<file path="src/rtl/reg_serial_tx.sv">
// rtl/reg_serial_tx.sv - parallel-to-serial MSB-first transmitter with frame counter
// Optional even parity bit: define REG_TX_PARITY_EN.
module reg_serial_tx #(
    parameter int WIDTH = 8
) (
    input  logic             clk,
    input  logic             rst_n,
    input  logic [WIDTH-1:0] data_in,
    input  logic             load_valid,
    output logic             load_ready,
    output logic             ser_out,
    output logic             ser_valid,
    output logic             ser_last,
    output logic [7:0]       frame_cnt
);

    localparam int CW = $clog2(WIDTH) + 1;
    localparam logic [CW-1:0] LAST_BIT = CW'(WIDTH - 1);

`ifdef REG_TX_PARITY_EN
    typedef enum logic [1:0] {IDLE, SHIFT, PARITY} state_t;
`else
    typedef enum logic [1:0] {IDLE, SHIFT} state_t;
`endif

    state_t           state_q, state_d;
    logic [WIDTH-1:0] shreg_q, shreg_d;
    logic [CW-1:0]    cnt_q, cnt_d;
    logic [7:0]       frame_q, frame_d;
    // Holds load_ready low through reset and until the first edge after release.
    logic             ready_en_q, ready_en_d;
`ifdef REG_TX_PARITY_EN
    logic             parity_q, parity_d;
`endif

    always_ff @(posedge clk or negedge rst_n) begin
        if (!rst_n) begin
            state_q    <= IDLE;
            shreg_q    <= '0;
            cnt_q      <= '0;
            frame_q    <= '0;
            ready_en_q <= 1'b0;
`ifdef REG_TX_PARITY_EN
            parity_q   <= 1'b0;
`endif
        end else begin
            state_q    <= state_d;
            shreg_q    <= shreg_d;
            cnt_q      <= cnt_d;
            frame_q    <= frame_d;
            ready_en_q <= ready_en_d;
`ifdef REG_TX_PARITY_EN
            parity_q   <= parity_d;
`endif
        end
    end

    always_comb begin
        state_d    = state_q;
        shreg_d    = shreg_q;
        cnt_d      = cnt_q;
        frame_d    = frame_q;
        ready_en_d = 1'b1;
`ifdef REG_TX_PARITY_EN
        parity_d   = parity_q;
`endif
        load_ready = 1'b0;
        ser_out    = 1'b0;
        ser_valid  = 1'b0;
        ser_last   = 1'b0;

        case (state_q)
            IDLE: begin
                load_ready = ready_en_q;
                if (load_valid && ready_en_q) begin
                    shreg_d = data_in;
                    cnt_d   = '0;
                    state_d = SHIFT;
`ifdef REG_TX_PARITY_EN
                    parity_d = ^data_in;
`endif
                end
            end
            SHIFT: begin
                ser_valid = 1'b1;
                ser_out   = shreg_q[WIDTH-1];
                shreg_d   = {shreg_q[WIDTH-2:0], 1'b0};
                cnt_d     = cnt_q + 1'b1;
                if (cnt_q == LAST_BIT) begin
`ifdef REG_TX_PARITY_EN
                    state_d  = PARITY;
`else
                    ser_last = 1'b1;
                    state_d  = IDLE;
                    frame_d  = frame_q + 8'd1;
`endif
                end
            end
`ifdef REG_TX_PARITY_EN
            PARITY: begin
                ser_valid = 1'b1;
                ser_out   = parity_q;
                ser_last  = 1'b1;
                state_d   = IDLE;
                frame_d   = frame_q + 8'd1;
            end
`endif
            default: state_d = IDLE;
        endcase
    end

    assign frame_cnt = frame_q;

endmodule

</file>
<file path="config.mk">
export PLATFORM = sky130hd
export DESIGN_NAME = reg_serial_tx
export DESIGN_NICKNAME = d
export VERILOG_FILES = /design/src/rtl/reg_serial_tx.sv
export SDC_FILE = /design/constraint.sdc
export NUM_CORES = 1
export LEC_CHECK = 0
export ABC_CLOCK_PERIOD_IN_PS = 1200
export CORE_MARGIN = 1.5
export CORE_UTILIZATION = 54
export DETAILED_ROUTE_END_ITERATION = 6
export DONT_BUFFER_PORTS = 1
export HOLD_SLACK_MARGIN = 0.08
export PLACE_DENSITY = 0.76
export SYNTH_ARGS = -nofsm -noshare
export SYNTH_HDL_FRONTEND = slang
export SYNTH_SLANG_ARGS = --single-unit
</file>
<file path="constraint.sdc">
create_clock -name clk -period 1.2 [get_ports clk]
set_input_delay 0.24 -clock clk [delete_from_list [all_inputs] [get_ports clk]]
set_output_delay 0.24 -clock clk [all_outputs]
set_load 0.005 [all_outputs]
</file>
---- Word level (Yosys, flattened, before mapping) ----
Cells that the tools add are included.
word-level totals
  memory bits (writable) .................. 0
  memories ................................ 0
  ROM bits ................................ 0
  latch bits .............................. 0
  bits in registers ....................... 23
  logic and storage cells ................. 29
  output and inout bits ................... 12
operators by class
  bitwise gates (word level) .............. 0
  reduce and logical (&&, ||, !) cells .... 6
  $lt $le $gt $ge ......................... 0
  multipliers ............................. 0
  divide/modulo/power cells ............... 0
  multiplexer cells ....................... 12
  shifts and indexed selects .............. 0
  eq/ne operators ......................... 4
  add/subtract/negate cells ............... 2
operator list
  kind                                                              count
  8-bit case mux with 2 select lines                                1
  8-bit by 1-bit adder with 8-bit output (second input constant)    1
  8-bit 2-to-1 mux                                                  1
  4-bit case mux with 2 select lines                                1
  2-bit AND reduction                                               3
  1-bit 2-to-1 mux                                                  5
  4-bit by 1-bit adder with 4-bit output (second input constant)    1
  4-bit by 3-bit == test with 1-bit output (second input constant)  1
  2-bit 2-to-1 mux                                                  2
  4-bit 2-to-1 mux                                                  1
  2-bit inequality test (second input constant)                     2
  2-bit case mux with 2 select lines                                1
  2-bit by 1-bit == test with 1-bit output (second input constant)  1
  2-bit logical NOT                                                 1
  2-bit nonzero test                                                1
  1-bit logical AND                                                 1

---- Longest topological paths before layout ----
Gate-level depths: netlist of the first run.
  depth after elaboration ................. 3
  gate-level depth with buffers ........... 5
  mapped depth without buffers ............ 5

---- Worst setup path after synthesis of the first run ----
No wires, ideal clock.
  path kind ............................... reg2reg
  start point ............................. register cnt_q[0]
  end point ............................... register frame_q[4] (netlist: frame_cnt[4])
  setup slack ............................. -19 ps
  data required time ...................... 1,076 ps
  cell stages (with the launch flop) ...... 6
  buffers on the path ..................... 0
  arrival time ............................ 1,095 ps
  library setup time ...................... 124 ps
  path through ............................ dfrtp_1 > ha_1 > nand4b_4 > inv_2 > nand4_1 > xnor2_1
on the way
  cells in the longest elaborated chain, start to end .. 2
RTL lines
  what                                      RTL line  RTL
  start: declaration                        28        logic [CW-1:0] cnt_q, cnt_d;
  start signal: assignment                  49        cnt_q <= cnt_d;
  4-bit by 3-bit == test with 1-bit output  89        if (cnt_q == LAST_BIT) begin
  2-bit AND reduction (no line)             n/a
  end signal: assignment                    50        frame_q <= frame_d;
  end: declaration                          29        logic [7:0] frame_q, frame_d;
No other way between the ends.
A chain may end at the register's enable or synchronous reset.

---- Worst setup path after layout of the first run ----
  start point ............................. register cnt_q[0]
  end point ............................... output port ser_last
on the way
  cells in the longest elaborated chain, start to end .. 3
RTL lines
  what                                      RTL line  RTL
  4-bit by 3-bit == test with 1-bit output  89
  1-bit 2-to-1 mux                          89
  1-bit 2-to-1 mux                          72        case (state_q)
  end: declaration                          13        output logic ser_last,
No other way between the ends.

==> results of run 1 <==
[layer usage]
layer | wire [µm] | track usage
met5 | 0 | 0
met4 | 25 | 0.149
met3 | 71 | 0.0476
met2 | 1070 | 0.356
met1 | 927 | 0.262
[worst max-delay path, cell delays in order, from the launching register on]
cell and delay (ns):
dfrtp_1 0.42, ha_4 0.17, nand4b_4 0.12, inv_4 0.08, buf_6 0.08
[worst paths after layout]
path / end / slack, ns / cells after the start
max reg2reg: frame_cnt[6] / -0.17 / 6
min reg2reg: shreg_q[5] / 0.50 / 2
min in group asynchronous: cnt_q[2] / 0.13 / 1
min: shreg_q[3] / 0.11 / 2
max in group asynchronous: state_q[0] / 0.43 / 1
max: ser_last / -0.22 / 4
[layout make-up]
class	count	area share
Clock buffer	4	0.0284
Inverter	1	0.00490
Multi-Input combinational cell	66	0.366
Sequential cell	22	0.432
Tap cell	25	0.0245
Timing Repair Buffer	19	0.144
[state kept, by name, indices dropped and copies added (netlist names)]
| signal | count |
|---|---|
| frame_cnt | 8 |
| cnt_q | 4 |
| shreg_q | 8 |
| state_q | 1 |
| ready_en_q | 1 |
[what timing repair did]
action	CTS	global route
setup endpoints to repair	7	41
hold buffers	3	0
hold endpoints to repair	24	0
setup buffers	4	2
gates cloned	0	0
gates resized for setup	12	7
pin swaps	3	6
[kinds of logic (layout without fill, tap and decap cells)]
family	Yosys count	count (layout)
buffers and inverters	5	24
adder cells (fa/ha/maj)	2	2
AND/OR/NAND/NOR	34	34
XOR/XNOR	9	9
other	1	1
AO/OA/AOI/OAI	11	11
multiplexers	9	9
flip-flops	22	22
[metrics by stage]
step	instances	hold WS, ns	instance area (µm²)	power (mW)	TNS [ns]
after CTS	135	0.120	1250	2.47	-0.945
after global placement	124	-0.0549	1100	1.83	-0.0109
after detailed placement	124	-0.0550	1100	1.89	-0.153
after floorplan	93	-0.0556	1000	1.61	0
final	137	0.107	1280	2.53	-1.20
after global routing	137	0.123	1280	2.67	-1.72
[power by group through the flow]
stage / Sequential [mW] / Clock [mW] / Combinational (mW)
3_3_place_gp: 1.14 / 0 / 0.690
3_5_place_dp: 1.16 / 0 / 0.735
2_1_floorplan: 1.12 / 0 / 0.486
6_report: 1.17 / 0.422 / 0.935
5_1_grt: 1.20 / 0.441 / 1.03
4_1_cts: 1.17 / 0.422 / 0.887
[layout by cell type, fill, tap and decap left out]
| cell | n |
|---|---|
| nor2_1 | 1 |
| ha_1 | 1 |
| nor2b_4 | 1 |
| nand4_1 | 3 |
| dfrtp_1 | 21 |
| clkbuf_8 | 1 |
| dfrtp_2 | 1 |
| nor3_4 | 2 |
| a21oi_1 | 2 |
| and3_1 | 1 |
| clkbuf_4 | 3 |
| dlygate4sd3_1 | 2 |
| buf_6 | 3 |
| xor2_1 | 4 |
| mux2i_1 | 9 |
| nand3_1 | 3 |
| and2_4 | 1 |
| buf_12 | 1 |
| nand4b_4 | 1 |
| dlymetal6s4s_1 | 1 |
| conb_1 | 1 |
| buf_8 | 1 |
| o21ai_1 | 4 |
| inv_4 | 1 |
| ha_4 | 1 |
| o21ai_0 | 5 |
| nand2_1 | 21 |
| buf_4 | 11 |
| xnor2_1 | 5 |
==> impl_metrics.yaml, run 1 <==
placed_design:
  gp_congestion: 0.687
  place_ws_ns: -0.0843
  portBuffers: 0
  dpl.hpwl_mm: 1.25
hold_path:
  hp-class: "in -> reg"
  worstHoldStart: "data_in[3]"
final_layout:
  syn2layout_area_growth_pct: 27.7
  fill_cells: 114
  final_util: 0.739
  regArea_um2: 552
  multi_input_area_um2: 467
  final_net_count: 126
  diodes: 0
  drive_gt1_frac: 0.250
critical_path:
  r2r_start: "cnt_q[0]"
  crit_start: "cnt_q[0]"
  cp-end-kind: "output port"
  path_max_fanout: 2
  cp.required_ns: 0.96
  arrival_ns: 1.18
  setup.worst_path.class: "reg -> out"
  start_kind: "register"
sta:
  tightest_slew_ns: 0.966
  slew_violations: 0
  fin_ws_ns: -0.217
  setup_viol: 11
  period_needed_ns: 1.42
  rsz0062_at_grt: "yes"
  finalCritPeriodShare: 1.18
  hold_viol: 0
  fin_skew_ns: 0.0156
  maxSlewHeadroom: 0.356
  fmax_mhz: 706
die:
  num_rows: 15
  initial_core_util: 0.579
  pin_count: 23
  die_w_um: 46.0
  dieArea_um2: 2120
  fp.coreArea_um2: 1730
  dieHeight_um: 46.0
synth:
  synth_seq_area_share: 0.551
  synth_cell_types: 21
  avgSynthCellArea_um2: 10.7
  synth_top_family_by_area: "simple AND/OR/NAND/NOR gates"
  syn-cell-area_um2: 1000
  syn-instance-count: 93
  synthTopCellsByCount: "dfrtp_1, nand2_1, mux2i_1, o21ai_0, xnor2_1"
  synthArstFlopShare: 1.00
  yosysMostFrequentCell: "dfrtp_1"
  synth-simple-area-share: 0.169
  netlist.area_leader.share: 0.551
  synthAdderAreaFrac: 0.0250
  synth_flop_cell: "dfrtp_1"
  synth_compound_area_frac: 0.0551
  synth-seq-cells: 22
  synth_area_leaders: "dfrtp_1, mux2i_1, nand2_1"
  synth_fp_nets: 106
  yosys-mux-area-fraction: 0.0901
  synth_top_area_cell: "dfrtp_1"
  synth-xor-area-share: 0.0788
  synth_enable_flop_cells: 0
  yosysWarnings: 0
detailed_routing:
  drc: 0
  wl_per_cell_um: 15.3
  drt_pass1_iterations: 5
  via_per_inst: 5.30
  ant_nets: 0
  wirelength_mm: 2.09
  vias: 726
  drtIter0Drc: 9
grt:
  grt_pass1_wl_mm: 3.17
  gr-total-overflow: 0
  grt_pass1_vias: 698
  track_usage: 0.221
  grt_max_degree: 23
  antenna_found_initial: 0
flow_run:
  maxCapViolations: 0
power_and_ir_drop:
  ir_worst_vdd_mv: 1.19
  leakagePower_nw: 0.665
  p_switching_mw: 0.869
  clock_power_share: 0.167
  power.density_nw_per_um2: 1980
  internal_power_mw: 1.66
  sw_frac_of_total: 0.344
  combinationalPowerShare: 0.370
  pwr-share-seq: 0.463
cts:
  cts_buffers: 3
  clkSlewWorstSetupHoldPaths_ns: 0.11
  clock_latency_ns: 0.32
  cts_max_level: 1
  cts-root-buf: "clkbuf_4"
  clockBufferDepth: 2
  tritoncts: "built"
  cts_sinks: 22
status:
  status: "complete, but fails checks"
  violations: "setup timing"
Note: power is estimated with default switching activity, not from simulation.
==> inputs of run 2 (changes only) <==
Settings changed: ABC_AREA from default to 1, SLEW_MARGIN from default to 10.
==> run 2 against run 1 <==
Against the previous run: the flow still finishes with violations (setup timing); clock skew fell by 0.011 ns; global-route usage is 0.13 points lower; final cell count up 32%; worst setup slack better by 0.096 ns; via count is 29% higher; critical path type unchanged; critical endpoint unchanged; highest routed layer unchanged.
==> impl_metrics.yaml, run 2 <==
critical_path:
  r2r_slack_ns: -0.06
  r2r_start: "cnt_q[1]"
  slowest_delay_ns: 0.41
  reg2reg_to: "frame_cnt[5]"
  setup.worst_path.class: "reg -> out"
  crit_family: "flip-flops"
  cp_cell_sequence: "ha_4 > nand2_4 > nor2_8"
  cp.required_ns: 0.96
  path_max_fanout: 8
  arrival_ns: 1.08
  worstPathBufferInverterCount: 0
  r2r_cells: 6
  cp-end-kind: "output port"
  cpMaxStageDelayCell: "dfrtp_1"
  start_kind: "register"
final_layout:
  final_cell_mix: "nand2_1, dfrtp_1, inv_1"
  layout_commonest_cell: "nand2_1"
  drive_gt1_frac: 0.199
  diodes: 0
  syn2layout_area_growth_pct: 27.3
  final_util: 0.763
  final_net_count: 171
synth:
  synth_fp_nets: 143
  synth-seq-cells: 22
  synth_seq_area_share: 0.510
  synth_cell_types: 21
  synth_enable_flop_cells: 0
  syn-cell-area_um2: 1080
  yosysMostFrequentCell: "nand2_1"
  netlist.area_leader.share: 0.510
  avgSynthCellArea_um2: 8.31
  synthTopCellsByCount: "nand2_1, dfrtp_1, inv_1"
  synth_top_area_cell: "dfrtp_1"
  yosysWarnings: 0
  synthArstFlopShare: 1.00
  syn-instance-count: 130
  synth_area_leaders: "dfrtp_1, nand2_1, inv_1"
  synth_flop_cell: "dfrtp_1"
grt:
  use_met2: 0.384
  grt_pass1_vias: 856
  grt_pass1_wl_mm: 3.42
  grt_max_degree: 23
  track_usage: 0.220
  antenna_found_initial: 0
  met3_usage: 0.0604
  grt_util_met1: 0.257
  gr-total-overflow: 0
  grt-busiest-layer: "met2"
cts:
  cts_buffers: 3
  clkSlewWorstSetupHoldPaths_ns: 0.12
  cts_sinks: 22
  cts-root-buf: "clkbuf_4"
  clock_latency_ns: 0.30
  cts_max_level: 1
  clockBufferDepth: 2
  tritoncts: "built"
die:
  num_rows: 15
  pin_count: 23
  fp.coreArea_um2: 1800
  initial_core_util: 0.599
  die_w_um: 47.7
  dieHeight_um: 47.7
  dieArea_um2: 2280
power_and_ir_drop:
  power.density_nw_per_um2: 1910
  ir_worst_vdd_mv: 1.41
  clock_power_share: 0.124
  leakagePower_nw: 0.705
  combinationalPowerShare: 0.432
  sw_frac_of_total: 0.382
  pwr-share-seq: 0.444
  p_switching_mw: 1.01
  internal_power_mw: 1.63
status:
  status: "complete, but fails checks"
  violations: "setup timing"
sta:
  rsz0062_at_grt: "yes"
  tightest_slew_ns: 0.972
  period_needed_ns: 1.32
  finalCritPeriodShare: 1.10
  slew_violations: 0
  fin_skew_ns: 0.00409
  fin_ws_ns: -0.121
  maxSlewHeadroom: 0.352
  whs_ns: 0.156
  hold_viol: 0
  setup_viol: 9
  fmax_mhz: 757
detailed_routing:
  vias: 934
  via_per_inst: 5.16
  wl_per_cell_um: 12.7
  drt_pass1_iterations: 4
  drc: 0
  wirelength_mm: 2.30
  drtIter0Drc: 15
  ant_nets: 0
placed_design:
  dpl.hpwl_mm: 1.40
  place_ws_ns: -0.0482
  portBuffers: 0
  gp_congestion: 0.792
hold_path:
  hp-class: "in -> async"
flow_run:
  maxCapViolations: 0
-- run 2: cell count changes after synthesis, sizes merged, moves of 3 or more --
cell | previous run | this run
nand2 | 21 | 51
nor2 | 1 | 10
xnor2 | 5 | 1
inv | 1 | 16
o21ai | 9 | 5
mux2i | 9 | 0
xor2 | 4 | 1
nand3 | 3 | 10
-- run 2: worst max path at each step --
stage / startpoint / endpoint / slack, ns / depth (start not counted)
4_1_cts: cnt_q[1] / ser_last / -0.14 / 3
2_1_floorplan: cnt_q[0] / frame_cnt[0] / 0.03 / 5
3_5_place_dp: cnt_q[0] / frame_cnt[2] / -0.05 / 6
5_1_grt: cnt_q[0] / ser_last / -0.16 / 3
3_3_place_gp: cnt_q[0] / frame_cnt[2] / 0.03 / 6
6_report: cnt_q[1] / ser_last / -0.12 / 3
-- run 2: layout make-up --
class / count / area, µm²
Clock buffer: 3 / 22.5
Fill cell: 131 / 427
Inverter: 16 / 60.1
Multi-Input combinational cell: 90 / 489
Sequential cell: 22 / 552
Tap cell: 25 / 31.3
Timing Repair Buffer: 25 / 220
-- run 2: metal layers --
layer	vias up	part of all wire	routed length [µm]
met4	0	0.0065	15
li1	453	-	-
met5	-	0	0
met1	451	0.43	982
met3	2	0.049	112
met2	28	0.52	1190
-- run 2: through the flow --
step | area (µm²) | total power [mW] | cells | setup TNS, ns
finish | 1380 | 2.63 | 181 | -0.397
global route | 1380 | 2.80 | 181 | -0.936
CTS | 1330 | 2.51 | 178 | -0.455
detailed placement | 1160 | 1.99 | 163 | -0.0819
global placement | 1160 | 1.94 | 163 | 0
floorplan | 1080 | 1.73 | 130 | 0
-- run 2: what timing repair did --
item                       in CTS  in global routing
gates resized for setup         8                  6
hold endpoints to repair       30                  0
hold buffers                    9                  0
setup endpoints to repair       9                 34
setup buffers                   2                  3
cloned                          1                  0
pin swaps                       9                  9
-- run 2: logic make-up (layout without fill, tap and decap cells) --
group,Yosys count,after routing,share of synthesized area
AO/OA/AOI/OAI,7,7,0.0348
XOR/XNOR,2,2,0.0232
adder cells (fa/ha/maj),2,2,0.0232
buffers and inverters,19,44,0.0846
flip-flops,22,22,0.510
other,1,1,0.00347
AND/OR/NAND/NOR,77,78,0.321
-- run 2: power by group through the flow --
stage | sequential [mW] | clock [mW] | combinational [mW]
2_1_floorplan | 1.12 | 0 | 0.609
4_1_cts | 1.15 | 0.329 | 1.03
3_3_place_gp | 1.13 | 0 | 0.805
3_5_place_dp | 1.15 | 0 | 0.846
6_report | 1.17 | 0.327 | 1.14
5_1_grt | 1.19 | 0.358 | 1.24
-- run 2: worst reg2reg max path, delay by kind of cell, from the launching register on --
kind | cells | cell delay [ns]
and+or+nand+nor | 4 | 0.49
DFF | 1 | 0.41
adders and majority gates | 1 | 0.16
buffers and inverters | 1 | 0.15
